===== config.mk =====
export PLATFORM = sky130hd
export DESIGN_NAME = stack_seq
export DESIGN_NICKNAME = d
export VERILOG_FILES = /design/src/rtl/stack_seq.sv
export SDC_FILE = /design/constraint.sdc
export NUM_CORES = 1
export LEC_CHECK = 0
export ABC_AREA = 1
export CORE_ASPECT_RATIO = 0.9
export CORE_MARGIN = 8
export CORE_UTILIZATION = 35
export DETAILED_ROUTE_END_ITERATION = 16
export GPL_TIMING_DRIVEN = 0
export HOLD_SLACK_MARGIN = 0.03
export SYNTH_ARGS = -nofsm -noshare
export SYNTH_HDL_FRONTEND = slang
export SYNTH_SLANG_ARGS = --single-unit

===== constraint.sdc =====
create_clock -name clk -period 15.88 [get_ports clk]
set_clock_uncertainty 0.05 [all_clocks]
set_input_delay 3.176 -clock clk [delete_from_list [all_inputs] [get_ports clk]]
set_output_delay 3.176 -clock clk [all_outputs]
set_load 0.02 [all_outputs]

===== src/rtl/stack_seq.sv =====
// Memory-stage stack sequencer: runs the multi-cycle push/pop/vector-fetch work for
// CALL, RET, RTI and interrupts, owns SP, and hands the resulting PC back to fetch.
module stack_seq #(
    parameter int            AW       = 11,
    parameter logic [AW-1:0] SP_RESET = {AW{1'b1}}
) (
    input  logic          clk,
    input  logic          rst,
    input  logic          INT,
    input  logic          Call,
    input  logic          Ret,
    input  logic          Rti,
    input  logic [31:0]   PcIn,
    input  logic [31:0]   CallTarget,
    input  logic [2:0]    FlagsIn,
    input  logic [15:0]   MemRdData,
    output logic [AW-1:0] MemAddr,
    output logic [15:0]   MemWrData,
    output logic          MemWE,
    output logic          MemRE,
    output logic          Busy,
    output logic [31:0]   PcOut,
    output logic          PcLoad,
    output logic [2:0]    FlagsOut,
    output logic          FlagsLoad,
    output logic [AW-1:0] SP
);

    typedef enum logic [3:0] {
        IDLE, PUSH_H, PUSH_L, PUSH_F, VEC_H, VEC_L, POP_F, POP_L, POP_H, FIN
    } state_t;

    typedef enum logic [1:0] {K_INT, K_CALL, K_RET, K_RTI} kind_t;

    localparam logic [AW-1:0] SP_ONE = {{(AW-1){1'b0}}, 1'b1};

    state_t        state, state_nx;
    kind_t         kind, kind_nx;
    logic [AW-1:0] sp, sp_inc, sp_dec;
    logic          pending;
    logic          accept;
    logic [31:0]   pc_q, tgt_q;
    logic [2:0]    flags_in_q, flags_rd_q;
    logic [15:0]   word_q;

    assign sp_inc = sp + SP_ONE;
    assign sp_dec = sp - SP_ONE;
    assign accept = (state == IDLE) && (state_nx != IDLE);
    assign Busy   = (state != IDLE);
    assign SP     = sp;

    // Request arbitration happens only in IDLE; a pending interrupt counts as INT.
    always_comb begin
        state_nx = state;
        kind_nx  = K_INT;
        case (state)
            IDLE: begin
                if (INT || pending) begin
                    state_nx = PUSH_H;
                    kind_nx  = K_INT;
                end else if (Call) begin
                    state_nx = PUSH_H;
                    kind_nx  = K_CALL;
                end else if (Rti) begin
                    state_nx = POP_F;
                    kind_nx  = K_RTI;
                end else if (Ret) begin
                    state_nx = POP_L;
                    kind_nx  = K_RET;
                end
            end
            PUSH_H:  state_nx = PUSH_L;
            PUSH_L:  state_nx = (kind == K_INT) ? PUSH_F : FIN;
            PUSH_F:  state_nx = VEC_H;
            VEC_H:   state_nx = VEC_L;
            VEC_L:   state_nx = FIN;
            POP_F:   state_nx = POP_L;
            POP_L:   state_nx = POP_H;
            POP_H:   state_nx = FIN;
            FIN:     state_nx = IDLE;
            default: state_nx = IDLE;
        endcase
    end

    // NOTE: sequential state uses non-blocking assignments so every register samples pre-edge values.
    always_ff @(posedge clk) begin
        if (rst) begin
            state   <= IDLE;
            sp      <= SP_RESET;
            pending <= 1'b0;
        end else begin
            state <= state_nx;
            if (INT && (state != IDLE))
                pending <= 1'b1;
            else if (accept)
                pending <= 1'b0;
            case (state)
                PUSH_H, PUSH_L, PUSH_F: sp <= sp_dec;
                POP_F, POP_L, POP_H:    sp <= sp_inc;
                default:                ;
            endcase
        end
    end

    // NOTE: payload registers carry no reset; they are only read in states reached after an accept.
    always_ff @(posedge clk) begin
        if (accept) begin
            kind       <= kind_nx;
            pc_q       <= PcIn;
            tgt_q      <= CallTarget;
            flags_in_q <= FlagsIn;
        end
        // Read data lags MemRE by one cycle, so each state captures the previous read.
        if ((state == VEC_L) || (state == POP_H))
            word_q <= MemRdData;
        if (state == POP_L)
            flags_rd_q <= MemRdData[2:0];
    end

    // NOTE: every output gets a default first so no path through the case infers a latch.
    always_comb begin
        MemAddr   = '0;
        MemWrData = '0;
        MemWE     = 1'b0;
        MemRE     = 1'b0;
        PcOut     = '0;
        PcLoad    = 1'b0;
        FlagsOut  = '0;
        FlagsLoad = 1'b0;
        case (state)
            PUSH_H: begin
                MemWE     = 1'b1;
                MemAddr   = sp;
                MemWrData = pc_q[31:16];
            end
            PUSH_L: begin
                MemWE     = 1'b1;
                MemAddr   = sp;
                MemWrData = pc_q[15:0];
            end
            PUSH_F: begin
                MemWE     = 1'b1;
                MemAddr   = sp;
                MemWrData = {13'b0, flags_in_q};
            end
            VEC_H: begin
                MemRE   = 1'b1;
                MemAddr = '0;
            end
            VEC_L: begin
                MemRE   = 1'b1;
                MemAddr = SP_ONE;
            end
            POP_F, POP_L, POP_H: begin
                MemRE   = 1'b1;
                MemAddr = sp_inc;
            end
            FIN: begin
                PcLoad = 1'b1;
                case (kind)
                    K_INT:   PcOut = {word_q, MemRdData};
                    K_CALL:  PcOut = tgt_q;
                    default: PcOut = {MemRdData, word_q};
                endcase
                if (kind == K_RTI) begin
                    FlagsLoad = 1'b1;
                    FlagsOut  = flags_rd_q;
                end
            end
            default: ;
        endcase
    end

endmodule


==> results.sh, run 1 <==
export IMPL_total_power_mw=1.50
export IMPL_wire_per_inst_um=16.4
export IMPL_vias=4732
export IMPL_r2r_end="tgt_q[6]$_DFFE_PP_"
export IMPL_die_h_um=131
export IMPL_maxCapViolCount=0
export IMPL_hp_class="reg2reg"
export IMPL_synth_area_um2=5150
export IMPL_synth_seq_area_share=0.575
export IMPL_cts_made_buffers=9
export IMPL_diodes=0
export IMPL_synth_seq_cells=104
export IMPL_synth_cell_types=28
export IMPL_die_area_um2=18900
export IMPL_vias_per_cell=4.81
export IMPL_drc=0
export IMPL_clk_path_buf_depth=2
export IMPL_setup_tns_ns=0
export IMPL_routed_wl_mm=16.1
export IMPL_die_w_um=144
export IMPL_numPortBuffers=165
export IMPL_crit_arrival_ns=4.65
export IMPL_p_leak_nw=3.19
export IMPL_grt_pass1_wl_mm=24.8
export IMPL_cts_resized=0
export IMPL_cts_setup_buffers=0
export IMPL_drt_iter0_drc=291
export IMPL_fillers=1386
export IMPL_vdd_drop_max_mv=0.123
export IMPL_status="completed"
export IMPL_endpoint="PcOut[17]"
export IMPL_crit_start="MemRdData[1]"
export IMPL_synth_warnings=0
export IMPL_synth_avg_cell_area_um2=8.55
export IMPL_synth_edf_count=88
export IMPL_critPathLaunchType="input pin"
export IMPL_hold_depth=4
export IMPL_power_density_nw_per_um2=203
export IMPL_reg2reg_from="state[0]$_SDFF_PP0_"
export IMPL_gr_total_overflow=0
export IMPL_cts_sinks=104
export IMPL_antenna_found_initial=0
export IMPL_grt_start_max_net_pins=31
export IMPL_endpoint_kind="output port"
export IMPL_clock_fmax_mhz=127
export IMPL_max_slew_worst_pin_slew_ns=0.808
export IMPL_cts_root_buffer="clkbuf_16"
export IMPL_hold_viol=0
export IMPL_reg2reg_slack_ns=12.73
export IMPL_slew_violations=0
export IMPL_grt_usage=0.170
export IMPL_crit_fanout=4
export IMPL_cts_tree="yes"
export IMPL_layout_drive_gt1_share=0.0561
export IMPL_setup_violations=0
export IMPL_min_period_ns=7.88
export IMPL_io_pins=167
export IMPL_htree_levels=3
export IMPL_synth_fp_nets=693
export IMPL_area_delta_synth_final_pct=43.4
export IMPL_fin_util=0.507
export IMPL_antenna_left=0
export IMPL_dpl_hpwl_mm=12.4
export IMPL_async_flop_share=0
export IMPL_clk_pin_slew_worst_paths_ns=0.07
export IMPL_firstDrtPassIters=7
export IMPL_coreArea_um2=14600
export IMPL_first_global_vias=4713
export IMPL_required_ns=12.65
export IMPL_path_class="in2out"
export IMPL_num_rows=42
export IMPL_finalCritPeriodShare=0.496
export IMPL_ys_flop_type="edfxtp_1"
export IMPL_nets=871
export IMPL_rsz0062_at_grt="no"
export IMPL_reg2reg_depth=10
export IMPL_start_util=0.354
export IMPL_insertion_delay_ns=0.34
export IMPL_netlist_instances=602
export IMPL_hold_buffers=0
export IMPL_gp_congestion=0.908
export IMPL_timing_slew_headroom=0.460
[Yosys cell counts (4+ instances only)]
library cell,n,area [um^2]
a21oi_1,10,50.1
buf_2,9,45.0
clkbuf_1,14,52.6
dfxtp_1,16,320
edfxtp_1,88,2640
inv_1,62,233
inv_2,8,30.0
nand2_1,183,687
nand3_1,130,651
nand4_1,6,37.5
nor2_1,29,109
nor3_1,5,25.0
o211ai_1,4,30.0
o21ai_0,18,90.1
[registers in the layout, indices dropped and copies added (netlist names)]
signal	count
SP	11
flags_in_q	3
flags_rd_q	3
kind	2
pc_q	32
pending	1
state	4
tgt_q	32
word_q	16
[cell families (layout without fill, tap and decap cells)]
| kind of cell | after synthesis | count (layout) | synth area share |
|---|---|---|---|
| flops | 104 | 104 | 0.575 |
| fa+ha+maj | 2 | 2 | 0.00486 |
| compound gates | 37 | 37 | 0.0396 |
| simple gates | 362 | 362 | 0.306 |
| buf+inv | 97 | 280 | 0.0744 |
[placed cells by master (no fill, tap or decap)]
master           count
nand2_1            183
clkdlybuf4s50_1    165
nand3_1            130
edfxtp_1            88
inv_1               62
nor2_1              29
o21ai_0             18
dfxtp_1             16
clkbuf_1            16
clkbuf_16           10
buf_2                9
a21oi_1              9
inv_2                8
nand4_1              6
nor3_1               5
o211ai_1             4
nor2_2               2
nand2_2              2
buf_4                2
or2_2                2
buf_1                2
ha_1                 2
clkinv_2             2
buf_12               2
nor2_4               1
o21ai_1              1
o22ai_1              1
or2_1                1
nor3_2               1
o21bai_1             1
a21oi_4              1
a31oi_1              1
o221ai_1             1
inv_6                1
inv_4                1
[cell type report]
cell class,instances,area (um^2),share of cell area
sequential,104,2960,0.401
buffer,27,120,0.0163
tap,198,248,0.0336
clock buffer,12,258,0.0349
timing repair buffer,167,1690,0.229
multi-input combinational,401,1810,0.246
inverter,70,263,0.0356
clock inverter,4,25.0,0.00339
[critical path, stage by stage]
cell,delay (ns)
clkdlybuf4s50_1,0.57
nand2_1,0.08
nand3_1,0.10
nand2_1,0.05
inv_1,0.08
clkdlybuf4s50_1,0.60
[routing by layer]
metal / GRT usage / part of all wire / vias to the layer above
met3: 0.0402 / 0.071 / 18
met2: 0.282 / 0.46 / 167
met5: 0 / 0 / -
met1: 0.216 / 0.45 / 2177
met4: 0.0550 / 0.016 / 0
li1: - / - / 2370
[how the worst min path moves through the flow]
stage / start / end
after global routing: SP[8]$_SDFFE_PP1P_ / SP[8]$_SDFFE_PP1P_
after global placement: pending$_SDFFE_PP0P_ / pending$_SDFFE_PP0P_
after floorplan: pending$_SDFFE_PP0P_ / pending$_SDFFE_PP0P_
after detailed placement: SP[9]$_SDFFE_PP1P_ / SP[9]$_SDFFE_PP1P_
after CTS: pending$_SDFFE_PP0P_ / pending$_SDFFE_PP0P_
final: pending$_SDFFE_PP0P_ / pending$_SDFFE_PP0P_
[where the power goes]
part / internal (mW) / leakage (nW) / switching [mW]
sequential: 0.470 / 0.969 / 0.0488
clock: 0.116 / 0.142 / 0.0977
combinational: 0.272 / 2.08 / 0.490
[metrics by stage]
step	setup slack (ns)	hold slack, ns	cells	area (um^2)
after floorplan	8.26	0.472	602	5150
after global placement	6.31	0.492	965	7050
after detailed placement	7.98	0.497	967	7100
after CTS	7.99	0.510	983	7380
after global routing	7.91	0.550	983	7380
final	8.00	0.520	983	7380
(Power assumes the default switching activity.)
==> inputs of run 2 (changes only) <==
clock period = 7.95 ns   (was 15.88 ns; I/O delays follow)
==> results of run 2 <==
The final DEF is identical to that of run 1. Status: completed.
Main changes from that run: setup slack after placement 7.98 ns -> 3.22 ns; setup slack after layout 8.00 ns -> 3.24 ns; register-to-register setup slack 12.73 ns -> 4.80 ns; total power 1.50 mW -> 2.99 mW; worst IR drop on VDD 0.123 mV -> 0.246 mV
